## config.mk

```make
export PLATFORM = sky130hd
export DESIGN_NAME = axi_flash_read_arbiter
export DESIGN_NICKNAME = d
export VERILOG_FILES = /design/src/rtl/common_types_pkg.sv /design/src/rtl/rr_arbiter2.sv /design/src/rtl/axi_flash_read_arbiter.sv
export SDC_FILE = /design/constraint.sdc
export NUM_CORES = 1
export LEC_CHECK = 0
export ABC_AREA = 1
export CAP_MARGIN = 20
export CORE_UTILIZATION = 38
export CTS_CLUSTER_DIAMETER = 100
export DETAILED_ROUTE_END_ITERATION = 7
export GPL_TIMING_DRIVEN = 0
export PLACE_DENSITY_LB_ADDON = 0.3
export RECOVER_POWER = 100
export SYNTH_ARGS = -nofsm -noshare
export SYNTH_HDL_FRONTEND = slang
export SYNTH_SLANG_ARGS = --single-unit
export TNS_END_PERCENT = 50
```

## constraint.sdc

```tcl
create_clock -name clk -period 3.6 [get_ports clk]
set_clock_uncertainty 0.15 [all_clocks]
set_input_delay 0.72 -clock clk [delete_from_list [all_inputs] [get_ports clk]]
set_output_delay 0.72 -clock clk [all_outputs]
set_load 0.1 [all_outputs]
```

## src/rtl/common_types_pkg.sv

```systemverilog
// Shared types for the flash read arbiter slice.
//   arb_state_t            : arbiter FSM states
//   RESP_OKAY / RESP_SLVERR: AXI read response codes
package common_types_pkg;

  typedef enum logic [1:0] {
    IDLE = 2'd0,
    ADDR = 2'd1,
    WAIT = 2'd2,
    RESP = 2'd3
  } arb_state_t;

  localparam logic [1:0] RESP_OKAY   = 2'b00;
  localparam logic [1:0] RESP_SLVERR = 2'b10;

endpackage

```

## src/rtl/rr_arbiter2.sv

```systemverilog
// Two-requester round-robin arbiter.
//   clk, nrst     : clock, asynchronous active-low reset
//   req_i[1:0]    : request vector (bit 0 = M0, bit 1 = M1)
//   upd_i         : strobe recording upd_idx_i as the last granted index
//   upd_idx_i     : index that was just served
//   gnt_valid_o   : at least one request present
//   gnt_idx_o     : winning index (valid when gnt_valid_o)
module rr_arbiter2 (
  input  logic       clk,
  input  logic       nrst,
  input  logic [1:0] req_i,
  input  logic       upd_i,
  input  logic       upd_idx_i,
  output logic       gnt_valid_o,
  output logic       gnt_idx_o
);

  // Resets to 1 so that M0 wins the first tie.
  logic last_grant_q;

  always_ff @(posedge clk or negedge nrst) begin
    if (!nrst) begin
      last_grant_q <= 1'b1;
    end else if (upd_i) begin
      last_grant_q <= upd_idx_i;
    end
  end

  always_comb begin
    gnt_valid_o = |req_i;
    unique case (req_i)
      2'b10:   gnt_idx_o = 1'b1;
      2'b11:   gnt_idx_o = ~last_grant_q;
      default: gnt_idx_o = 1'b0;
    endcase
  end

endmodule

```

## src/rtl/axi_flash_read_arbiter.sv

```systemverilog
// Shares one read-only flash AXI read channel between two AXI read managers
// (M0 instruction fetch, M1 data load). Round-robin, one transaction in flight;
// the flash response is registered and returned with the requester's own ID.
//   clk, nrst           : clock, asynchronous active-low reset
//   m0_* / m1_*         : manager AR and R channels (rlast tied high)
//   s_*                 : flash controller AR and R channels (s_rid ignored)
// Optional: define FLASH_ARB_LAST_WORD_CACHE_EN to add a one-entry buffer of the
// last OKAY flash word; a matching request is answered without a flash access.
module axi_flash_read_arbiter
  import common_types_pkg::*;
#(
  parameter int unsigned ADDR_W = 32,
  parameter int unsigned DATA_W = 32,
  parameter int unsigned ID_W   = 4
) (
  input  logic              clk,
  input  logic              nrst,
  input  logic              m0_arvalid,
  output logic              m0_arready,
  input  logic [ADDR_W-1:0] m0_araddr,
  input  logic [ID_W-1:0]   m0_arid,
  output logic              m0_rvalid,
  input  logic              m0_rready,
  output logic [DATA_W-1:0] m0_rdata,
  output logic [ID_W-1:0]   m0_rid,
  output logic [1:0]        m0_rresp,
  output logic              m0_rlast,
  input  logic              m1_arvalid,
  output logic              m1_arready,
  input  logic [ADDR_W-1:0] m1_araddr,
  input  logic [ID_W-1:0]   m1_arid,
  output logic              m1_rvalid,
  input  logic              m1_rready,
  output logic [DATA_W-1:0] m1_rdata,
  output logic [ID_W-1:0]   m1_rid,
  output logic [1:0]        m1_rresp,
  output logic              m1_rlast,
  output logic              s_arvalid,
  input  logic              s_arready,
  output logic [ADDR_W-1:0] s_araddr,
  output logic [ID_W-1:0]   s_arid,
  input  logic              s_rvalid,
  output logic              s_rready,
  input  logic [DATA_W-1:0] s_rdata,
  input  logic [ID_W-1:0]   s_rid,
  input  logic [1:0]        s_rresp
);

  arb_state_t        state_q;
  logic [ADDR_W-1:0] addr_q;
  logic [ID_W-1:0]   id_q;
  logic              gidx_q;
  logic [DATA_W-1:0] rdata_q;
  logic [1:0]        rresp_q;

  logic              win_valid;
  logic              win_idx;
  logic              accept;
  logic              upd;
  logic              hit;
  logic [ADDR_W-1:0] req_addr;
  logic [ID_W-1:0]   req_id;

  logic unused_bits;
  assign unused_bits = ^{s_rid, m0_araddr[1:0], m1_araddr[1:0]};

  assign upd = (state_q == RESP) && (gidx_q ? m1_rready : m0_rready);

  rr_arbiter2 u_rr_arbiter2 (
    .clk         (clk),
    .nrst        (nrst),
    .req_i       ({m1_arvalid, m0_arvalid}),
    .upd_i       (upd),
    .upd_idx_i   (gidx_q),
    .gnt_valid_o (win_valid),
    .gnt_idx_o   (win_idx)
  );

  always_comb begin
    accept   = (state_q == IDLE) && win_valid;
    req_addr = win_idx ? {m1_araddr[ADDR_W-1:2], 2'b00} : {m0_araddr[ADDR_W-1:2], 2'b00};
    req_id   = win_idx ? m1_arid : m0_arid;
  end

  assign m0_arready = accept && !win_idx;
  assign m1_arready = accept && win_idx;

`ifdef FLASH_ARB_LAST_WORD_CACHE_EN
  logic              cache_vld_q;
  logic [ADDR_W-3:0] cache_tag_q;
  logic [DATA_W-1:0] cache_data_q;

  assign hit = cache_vld_q && (cache_tag_q == req_addr[ADDR_W-1:2]);

  // Refreshed on every flash capture; an error response invalidates the entry.
  always_ff @(posedge clk or negedge nrst) begin
    if (!nrst) begin
      cache_vld_q  <= 1'b0;
      cache_tag_q  <= '0;
      cache_data_q <= '0;
    end else if (state_q == WAIT && s_rvalid) begin
      if (s_rresp == RESP_OKAY) begin
        cache_vld_q  <= 1'b1;
        cache_tag_q  <= addr_q[ADDR_W-1:2];
        cache_data_q <= s_rdata;
      end else begin
        cache_vld_q  <= 1'b0;
      end
    end
  end
`else
  assign hit = 1'b0;
`endif

  always_ff @(posedge clk or negedge nrst) begin
    if (!nrst) begin
      state_q <= IDLE;
      addr_q  <= '0;
      id_q    <= '0;
      gidx_q  <= 1'b0;
      rdata_q <= '0;
      rresp_q <= '0;
    end else begin
      unique case (state_q)
        IDLE: begin
          if (accept) begin
            addr_q <= req_addr;
            id_q   <= req_id;
            gidx_q <= win_idx;
            if (hit) begin
`ifdef FLASH_ARB_LAST_WORD_CACHE_EN
              rdata_q <= cache_data_q;
`endif
              rresp_q <= RESP_OKAY;
              state_q <= RESP;
            end else begin
              state_q <= ADDR;
            end
          end
        end
        ADDR: begin
          if (s_arready) state_q <= WAIT;
        end
        WAIT: begin
          if (s_rvalid) begin
            rdata_q <= s_rdata;
            rresp_q <= s_rresp;
            state_q <= RESP;
          end
        end
        RESP: begin
          if (upd) state_q <= IDLE;
        end
      endcase
    end
  end

  assign s_arvalid = (state_q == ADDR);
  assign s_araddr  = addr_q;
  assign s_arid    = id_q;
  assign s_rready  = (state_q == WAIT);

  assign m0_rvalid = (state_q == RESP) && !gidx_q;
  assign m1_rvalid = (state_q == RESP) && gidx_q;
  assign m0_rdata  = rdata_q;
  assign m1_rdata  = rdata_q;
  assign m0_rid    = id_q;
  assign m1_rid    = id_q;
  assign m0_rresp  = rresp_q;
  assign m1_rresp  = rresp_q;
  assign m0_rlast  = 1'b1;
  assign m1_rlast  = 1'b1;

endmodule

```

======== After elaboration in Yosys (flattened, before gate mapping) ========
Index checks and enable logic that the tools add are counted.
storage, ports and cells
  register bits after elaboration ......... 74
  input port bits ......................... 118
  output and inout port bits .............. 120
  word-level logic and storage cells ...... 39
operators by class
  eq/ne operators ......................... 9
  mux-type cells .......................... 9
  bitwise logic cells ..................... 1
  reduce and logical (&&, ||, !) cells .... 13
operators by type and width
  operator                                                               number
  32-bit two-way mux                                                     1
  2-bit equality test, second input constant                             4
  2-bit two-way mux                                                      4
  2-bit one-hot mux with 4 select lines                                  1
  1-bit logical AND                                                      6
  4-bit two-way mux                                                      1
  2-bit by 1-bit != test with 1-bit output, second input constant        2
  2-bit != test, second input constant                                   2
  2-bit AND reduction                                                    2
  4-bit AND reduction                                                    1
  2-bit by 1-bit equality test with 1-bit output, second input constant  1
  1-bit zero test                                                        2
  2-bit zero test                                                        1
  1-bit one-hot mux with 2 select lines                                  1
  2-bit OR reduction                                                     1
  1-bit two-way mux                                                      1
  1-bit inverter                                                         1

======== Longest topological paths before layout ========
Gate-level depths: netlist (run 1).
  word-level depth ........................ 4
  depth in mapped cells ................... 8
  mapped depth without buffers ............ 8

======== Modules after synthesis ========
A second synthesis (run 1) with hierarchy kept.
second synthesis, totals
  cell total of the unflattened synthesis .. 347
  area total of the unflattened synthesis .. 3477.1 sq um
by module, submodules not included
  module                  instances  cells each  area an instance (sq um)  seq. area each (sq um)
  axi_flash_read_arbiter  1          339         3420.8                    1776.7
  rr_arbiter2             1          8           56.3                      26.3

======== Least setup slack after synthesis (run 1) ========
Ideal clock, no wire load.
  path kind ............................... reg-to-output
  from .................................... register state_q[0]
  to ...................................... output port m0_rvalid
  arrival ................................. 1.864 ns
  required time ........................... 2.730 ns
  slack ................................... 0.866 ns
  cell stages (with the launch flop) ...... 4
  buffers on the path ..................... 0
  path through ............................ dfrtp_1 -> ha_1 -> inv_1 -> nor2_1
on the way
  word-level cells in the longest chain between the ends .. 2
RTL lines
  element                 line                           source
  start, declared         axi_flash_read_arbiter.sv:49   arb_state_t state_q;
  start signal, assigned  axi_flash_read_arbiter.sv:117  state_q <= IDLE;
  start signal, assigned  axi_flash_read_arbiter.sv:135  state_q <= RESP;
  start signal, assigned  axi_flash_read_arbiter.sv:137  state_q <= ADDR;
  2-bit equality test     axi_flash_read_arbiter.sv:163  assign m0_rvalid = (state_q == RESP) && !gidx_q;
  1-bit logical AND       axi_flash_read_arbiter.sv:163
  end, declared           axi_flash_read_arbiter.sv:22   output logic m0_rvalid,
No other way between the ends.

======== Final worst setup path (run 1) ========
  from .................................... input port m0_arvalid
  to ...................................... output port m1_arready
on the way
  word-level cells in the longest chain between the ends .. 3
  elaborated cells on any way between the ends .. 6
  classes of those cells .................. eq/ne: 2; mux: 1; reduce/logical: 3
RTL lines
  element                                                                     line                                             source
  start, declared                                                             axi_flash_read_arbiter.sv:18                     input logic m0_arvalid,
  2-bit equality test or 2-bit OR reduction (tied branches)                   rr_arbiter2.sv:31, rr_arbiter2.sv:30
  1-bit one-hot mux with 2 select lines or 1-bit logical AND (tied branches)  rr_arbiter2.sv:31, axi_flash_read_arbiter.sv:80
  1-bit logical AND *                                                         axi_flash_read_arbiter.sv:86                     assign m1_arready = accept && win_idx;
  end, declared                                                               axi_flash_read_arbiter.sv:29                     output logic m1_arready,
Every way passes the cells marked *; elsewhere a longest branch is shown, timed or not.

==> results of run 1 <==
[cell families (layout without fill, tap and decap cells)]
group / count (synthesis) / count (layout) / synth area share
other: 2 / 4 / 0.002201
DFF: 72 / 72 / 0.5284
AOI/OAI and AO/OA: 3 / 3 / 0.004399
and+or+nand+nor: 163 / 163 / 0.2032
buffers and inverters: 70 / 313 / 0.1349
muxes: 34 / 34 / 0.1122
adders and majority gates: 4 / 4 / 0.01467
[critical path: cells and delay by family]
kind	cells	cell delay, ns
and+or+nand+nor	3	0.36
buffers and inverters	3	1.53
[layout make-up]
| class | instances | area [sq um] |
|---|---|---|
| buffer | 58 | 406.6 |
| clock buffer | 11 | 151.4 |
| clock inverter | 5 | 102.6 |
| fill | 668 | 2670 |
| inverter | 12 | 45.04 |
| multi-input combinational | 208 | 1151 |
| sequential | 72 | 1803 |
| tap | 108 | 135.1 |
| timing repair buffer | 227 | 2256 |
[path summary, 6_finish.rpt]
path | cells after the start | slack (ns) | to
worst min-delay path | 2 | 0.34 | s_araddr[2]
worst max register to register | 5 | 1.49 | m0_rdata[0]
max in group asynchronous | 3 | 0.83 | s_araddr[16]
worst min register to register | 2 | 0.34 | s_araddr[2]
worst max-delay path | 6 | 0.12 | m1_arready
min in group asynchronous | 2 | 0.59 | m0_rdata[24]
[through the flow]
stage	area (sq um)	setup TNS, ns	worst slack, ns
after floorplan	3420	0	0.8656
after global placement	5807	-60.24	-0.8462
after detailed placement	5832	-0.4974	-0.3341
after CTS	6086	0	0.1078
after global routing	6051	0	0.04290
final	6051	0	0.1207
[synth_stat cells]
cell type | number | area [sq um]
nor2_4 | 2 | 22.52
inv_2 | 2 | 7.510
dfrtp_1 | 71 | 1777
ha_1 | 4 | 50.05
nand2_4 | 1 | 11.26
or2_2 | 1 | 6.260
nand2_1 | 114 | 427.9
nor2_1 | 3 | 11.26
clkbuf_1 | 2 | 7.510
dfstp_2 | 1 | 26.28
nand2_2 | 3 | 18.77
nand3_1 | 39 | 195.2
inv_1 | 10 | 37.54
buf_4 | 51 | 382.9
buf_2 | 5 | 25.02
conb_1 | 2 | 7.510
o21ai_0 | 3 | 15.01
mux2_2 | 34 | 382.9
[metal layers]
layer / routed length, microns / GRT usage / vias to the layer above
met5: 0 / 0 / -
li1: - / - / 1541
met4: 99 / 0.06315 / 0
met3: 780 / 0.06720 / 8
met1: 3747 / 0.2410 / 1509
met2: 4989 / 0.3722 / 152
[layout by cell type (no fill, tap or decap)]
cell type / synthesis / routed
buf_4: 51 / 50
nand3_1: 39 / 39
dlygate4sd3_1: 0 / 117
nand2_4: 1 / 1
dfrtp_1: 71 / 71
nand2_1: 114 / 116
conb_1: 2 / 4
nor2_4: 2 / 2
inv_1: 10 / 10
or2_2: 1 / 1
mux2_2: 34 / 34
ha_1: 4 / 4
clkbuf_8: 0 / 11
nor2_1: 3 / 3
clkbuf_1: 2 / 9
clkinvlp_4: 0 / 1
clkdlybuf4s50_1: 0 / 106
o21ai_0: 3 / 3
dfstp_2: 1 / 1
clkbuf_2: 0 / 1
inv_2: 2 / 2
nand2_2: 3 / 1
clkdlybuf4s15_2: 0 / 1
clkinv_2: 0 / 1
bufinv_16: 0 / 3
buf_2: 5 / 1
[flip-flops by register name (all words and copies together), names as in the netlist]
name / cells
gidx_q: 1
m0_rresp: 2
m0_rdata: 32
u_rr_arbiter2.last_grant_q: 1
state_q: 2
s_araddr: 30
m0_rid: 4
[timing repair]
item,4_1_cts,5_1_grt
hold buffers,0,1
buffers inserted,0,0
endpoints found under the setup margin,2,0
gates resized for setup,4,0
hold endpoints to repair,0,1
==> impl_metrics.toml, run 1 <==
[detailed_routing]
drcViolationCount = 0
dr.pass1.iters = 4
drtIter0Drc = 71
vias_per_cell = 4.579
num_vias = 3210
wl_per_cell_microns = 13.72
ant_nets = 0
totalWireLength_microns = 9615

[sta]
maxSlewHeadroom = -0.1766
holdWs_ns = 0.3421
slew_viol_final = 72
min_period_over_period = 0.9665
period_minus_slack_ns = 3.479
setup_viol = 0
rsz0062_at_grt = "no"
worst_pin_slew_ns = 1.765
fmax_ghz = 0.2874
hold_viol = 0

[critical_path]
cp-startpoint = "m0_arvalid"
worst_path_max_delay_cell = "clkbuf_1"
worst-setup-path-type = "input port to output port"
timing.rr.start = "state_q[0]"
endpoint_kind = "output port"
path_cells = "clkdlybuf4s50_1 > nand2_1 > nand2_2 > nor2_4 > buf_4 > clkbuf_1"
cpPeakStageDelay_ns = 0.88
arrival_ns = 2.61
crit_fanout = 10
cp.required_ns = 2.73
cp-start-kind = "input port"

[worst_hold_path]
hold_path.class = "register to register"
min_from = "s_araddr[2]"

[yosys]
synth_cell_type_count = 18
netlist_area_sq_mm = 0.003412
yosysWarnings = 0
syn_area_per_cell_sq_um = 9.805
ys_seq_area_frac = 0.5284
synth.ff_latch_count = 72
synth_cells = 348

[clock_network]
cts_tree = "yes"
h-tree-depth = 3
cts_inserted_buffers = 9
cts.clk_slew.worst_paths_ns = 0.07
ctsLongestPathBuffers = 2
clk_latency_ns = 0.34
clockRootBuffer = "clkbuf_8"
cts_sinks = 72

[floorplan]
die_area_sq_mm = 0.009362
pin_count = 238
die_h_microns = 96.76
initial_core_util = 0.3912
core-area_sq_mm = 0.008721
rows = 34
die_x_microns = 96.76

[run]
max_cap_viol_count = 1

[cells_and_area]
antenna_cells = 0
layout.cells.non_filler = 701
area_growth_syn_to_layout_pct = 77.34
postLayoutCoreUtil = 0.6938
drive_gt1_frac = 0.1872
nets = 710

[placement]
io_buffer_count = 225
dpl.hpwl_microns = 7646
dp_cells = 684
place.gp.congestion = 0.7858

[global_route]
grt_pass1_vias = 3220
antenna_found_initial = 0
globalRouteTotalUtil = 0.2101
grt_pass1_wl_microns = 15670
overflow = 0
grt_max_degree = 72

[status]
outcome = "complete, but fails checks"
failed_checks = "max-capacitance violations, max-slew violations"
Power of run 1 is left out: the tool's default activity adds up to more than one toggle a clock period on the data nets, which glitch-free logic cannot reach.
==> run 2, diff against run 1 <==
==> constraint.sdc (replaced) <==
create_clock -name clk -period 3.6 [get_ports clk]
set_clock_uncertainty 0.15 [all_clocks]
set_input_delay 0.54 -clock clk [delete_from_list [all_inputs] [get_ports clk]]
set_output_delay 0.54 -clock clk [all_outputs]
set_load 0.1 [all_outputs]
==> impl_metrics.toml, run 2 (synthesis gave the netlist of run 1 again) <==
[cells_and_area]
area.sequential_sq_mm = 0.001803
postLayoutCoreUtil = 0.6940
final_cell_mix = "nand2_1, dlygate4sd3_1, clkdlybuf4s50_1, dfrtp_1, buf_4"
area_growth_syn_to_layout_pct = 77.37
nFillCells = 668
multi_input_area_sq_mm = 0.001151
nets = 710
drive_gt1_frac = 0.1838
stdcell_area_sq_mm = 0.006052
layout.cells.non_filler = 701
antenna_cells = 0
largest_reg_flops = 32

[sta]
setup_viol = 0
hold_viol = 0
slew_viol_final = 72
min_period_over_period = 0.9101
period_minus_slack_ns = 3.276
maxSlewHeadroom = -0.1755
worst_pin_slew_ns = 1.763
fmax_ghz = 0.3052
setup_tns_ns = 0
rsz0062_at_grt = "no"

[critical_path]
r2r_end = "m0_rdata[0]"
cpPeakStageDelay_ns = 0.75
worst_path_max_delay_cell = "dlymetal6s2s_1"
arrival_ns = 2.59
rr_worst_depth = 5
cp-start-kind = "input port"
endpoint_kind = "output port"
worst-setup-path-type = "input port to output port"
path_buf_inv = 4
cp.required_ns = 2.91
rrSetupSlack_ns = 1.49
timing.rr.start = "state_q[0]"
path_cells = "dlygate4sd3_1 > inv_1 > nand2_1 > nand2_4 > nor2_4 > buf_4 > dlymetal6s2s_1"
crit_fanout = 10
cp-startpoint = "m0_arvalid"
cpLargestDelayFamily = "buffers and inverters"

[clock_network]
clk_latency_ns = 0.33
cts_inserted_buffers = 9
cts.clk_slew.worst_paths_ns = 0.07
cts_sinks = 72
clockRootBuffer = "clkbuf_8"
postCtsSetupRepairBufs = 0
ctsLongestPathBuffers = 2
cts_tree = "yes"
h-tree-depth = 3

[run]
max_cap_viol_count = 1

[status]
outcome = "complete, but fails checks"
failed_checks = "max-capacitance violations, max-slew violations"

[worst_hold_path]
min_from = "s_araddr[2]"
min_path_cells = 2
hold_path.class = "register to register"
hold_end = "s_araddr[2]"

[floorplan]
core-area_sq_mm = 0.008721
initial_core_util = 0.3912
die_area_sq_mm = 0.009362
die_h_microns = 96.76
die_x_microns = 96.76
rows = 34
pin_count = 238

[detailed_routing]
dr.pass1.iters = 4
vias_per_cell = 4.563
drtIter0Drc = 66
drcViolationCount = 0
num_vias = 3199
wl_per_cell_microns = 13.65
totalWireLength_microns = 9570
ant_nets = 0

[global_route]
grt_pass1_vias = 3213
grt_max_degree = 72
grt_pass1_wl_microns = 15720
overflow = 0
globalRouteTotalUtil = 0.2109
antenna_found_initial = 0

[placement]
io_buffer_count = 225
dpl.hpwl_microns = 7646
dp_cells = 684
place.gp.congestion = 0.7858
postPlaceCellArea_sq_mm = 0.005832
-- run 2: worst max-delay path by stage --
stage / slack (ns) / endpoint / cells past startpoint
2_1_floorplan: 1.05 / m0_rvalid / 3
3_3_place_gp: -0.67 / s_araddr[8] / 1
3_5_place_dp: 0.03 / m0_arready / 7
4_1_cts: 0.01 / m0_arready / 7
5_1_grt: 0.19 / m0_arready / 7
6_report: 0.32 / m0_arready / 7
-- run 2: layout make-up --
class,instances,share of cell area
Tap cell,108,0.02233
Clock inverter,5,0.01695
Sequential cell,72,0.2979
Buffer,58,0.06719
Timing Repair Buffer,227,0.3730
Clock buffer,11,0.02502
Multi-Input combinational cell,208,0.1902
Inverter,12,0.007443
-- run 2: tightest hold or removal path, stage by stage, from the launching register on --
cell and delay [ns]:
dfrtp_1 0.34, nand2_1 0.05, nand3_1 0.07
-- run 2: repair_timing --
item                                    in CTS  in global routing
gates resized for setup                      0                  2
hold buffers                                 1                  0
endpoints found under the hold margin        1                  0
endpoints found under the setup margin       0                  2
-- run 2: metal layers --
layer  track usage  vias to the layer above  wire (microns)
met1        0.2405                     1500            3699
met4       0.05970                        0              95
li1              -                     1541               -
met3       0.06720                        8             775
met5             0                        -               0
met2        0.3770                      150            5000
-- run 2: stage by stage --
step	hold WS (ns)	worst slack, ns
finish	0.3421	0.3235
global placement	0.3276	-0.6662
detailed placement	0.1887	0.02586
floorplan	0.09441	1.046
global route	0.3618	0.1876
CTS	0.3523	0.009949
Power of run 2 is left out for the same reason.
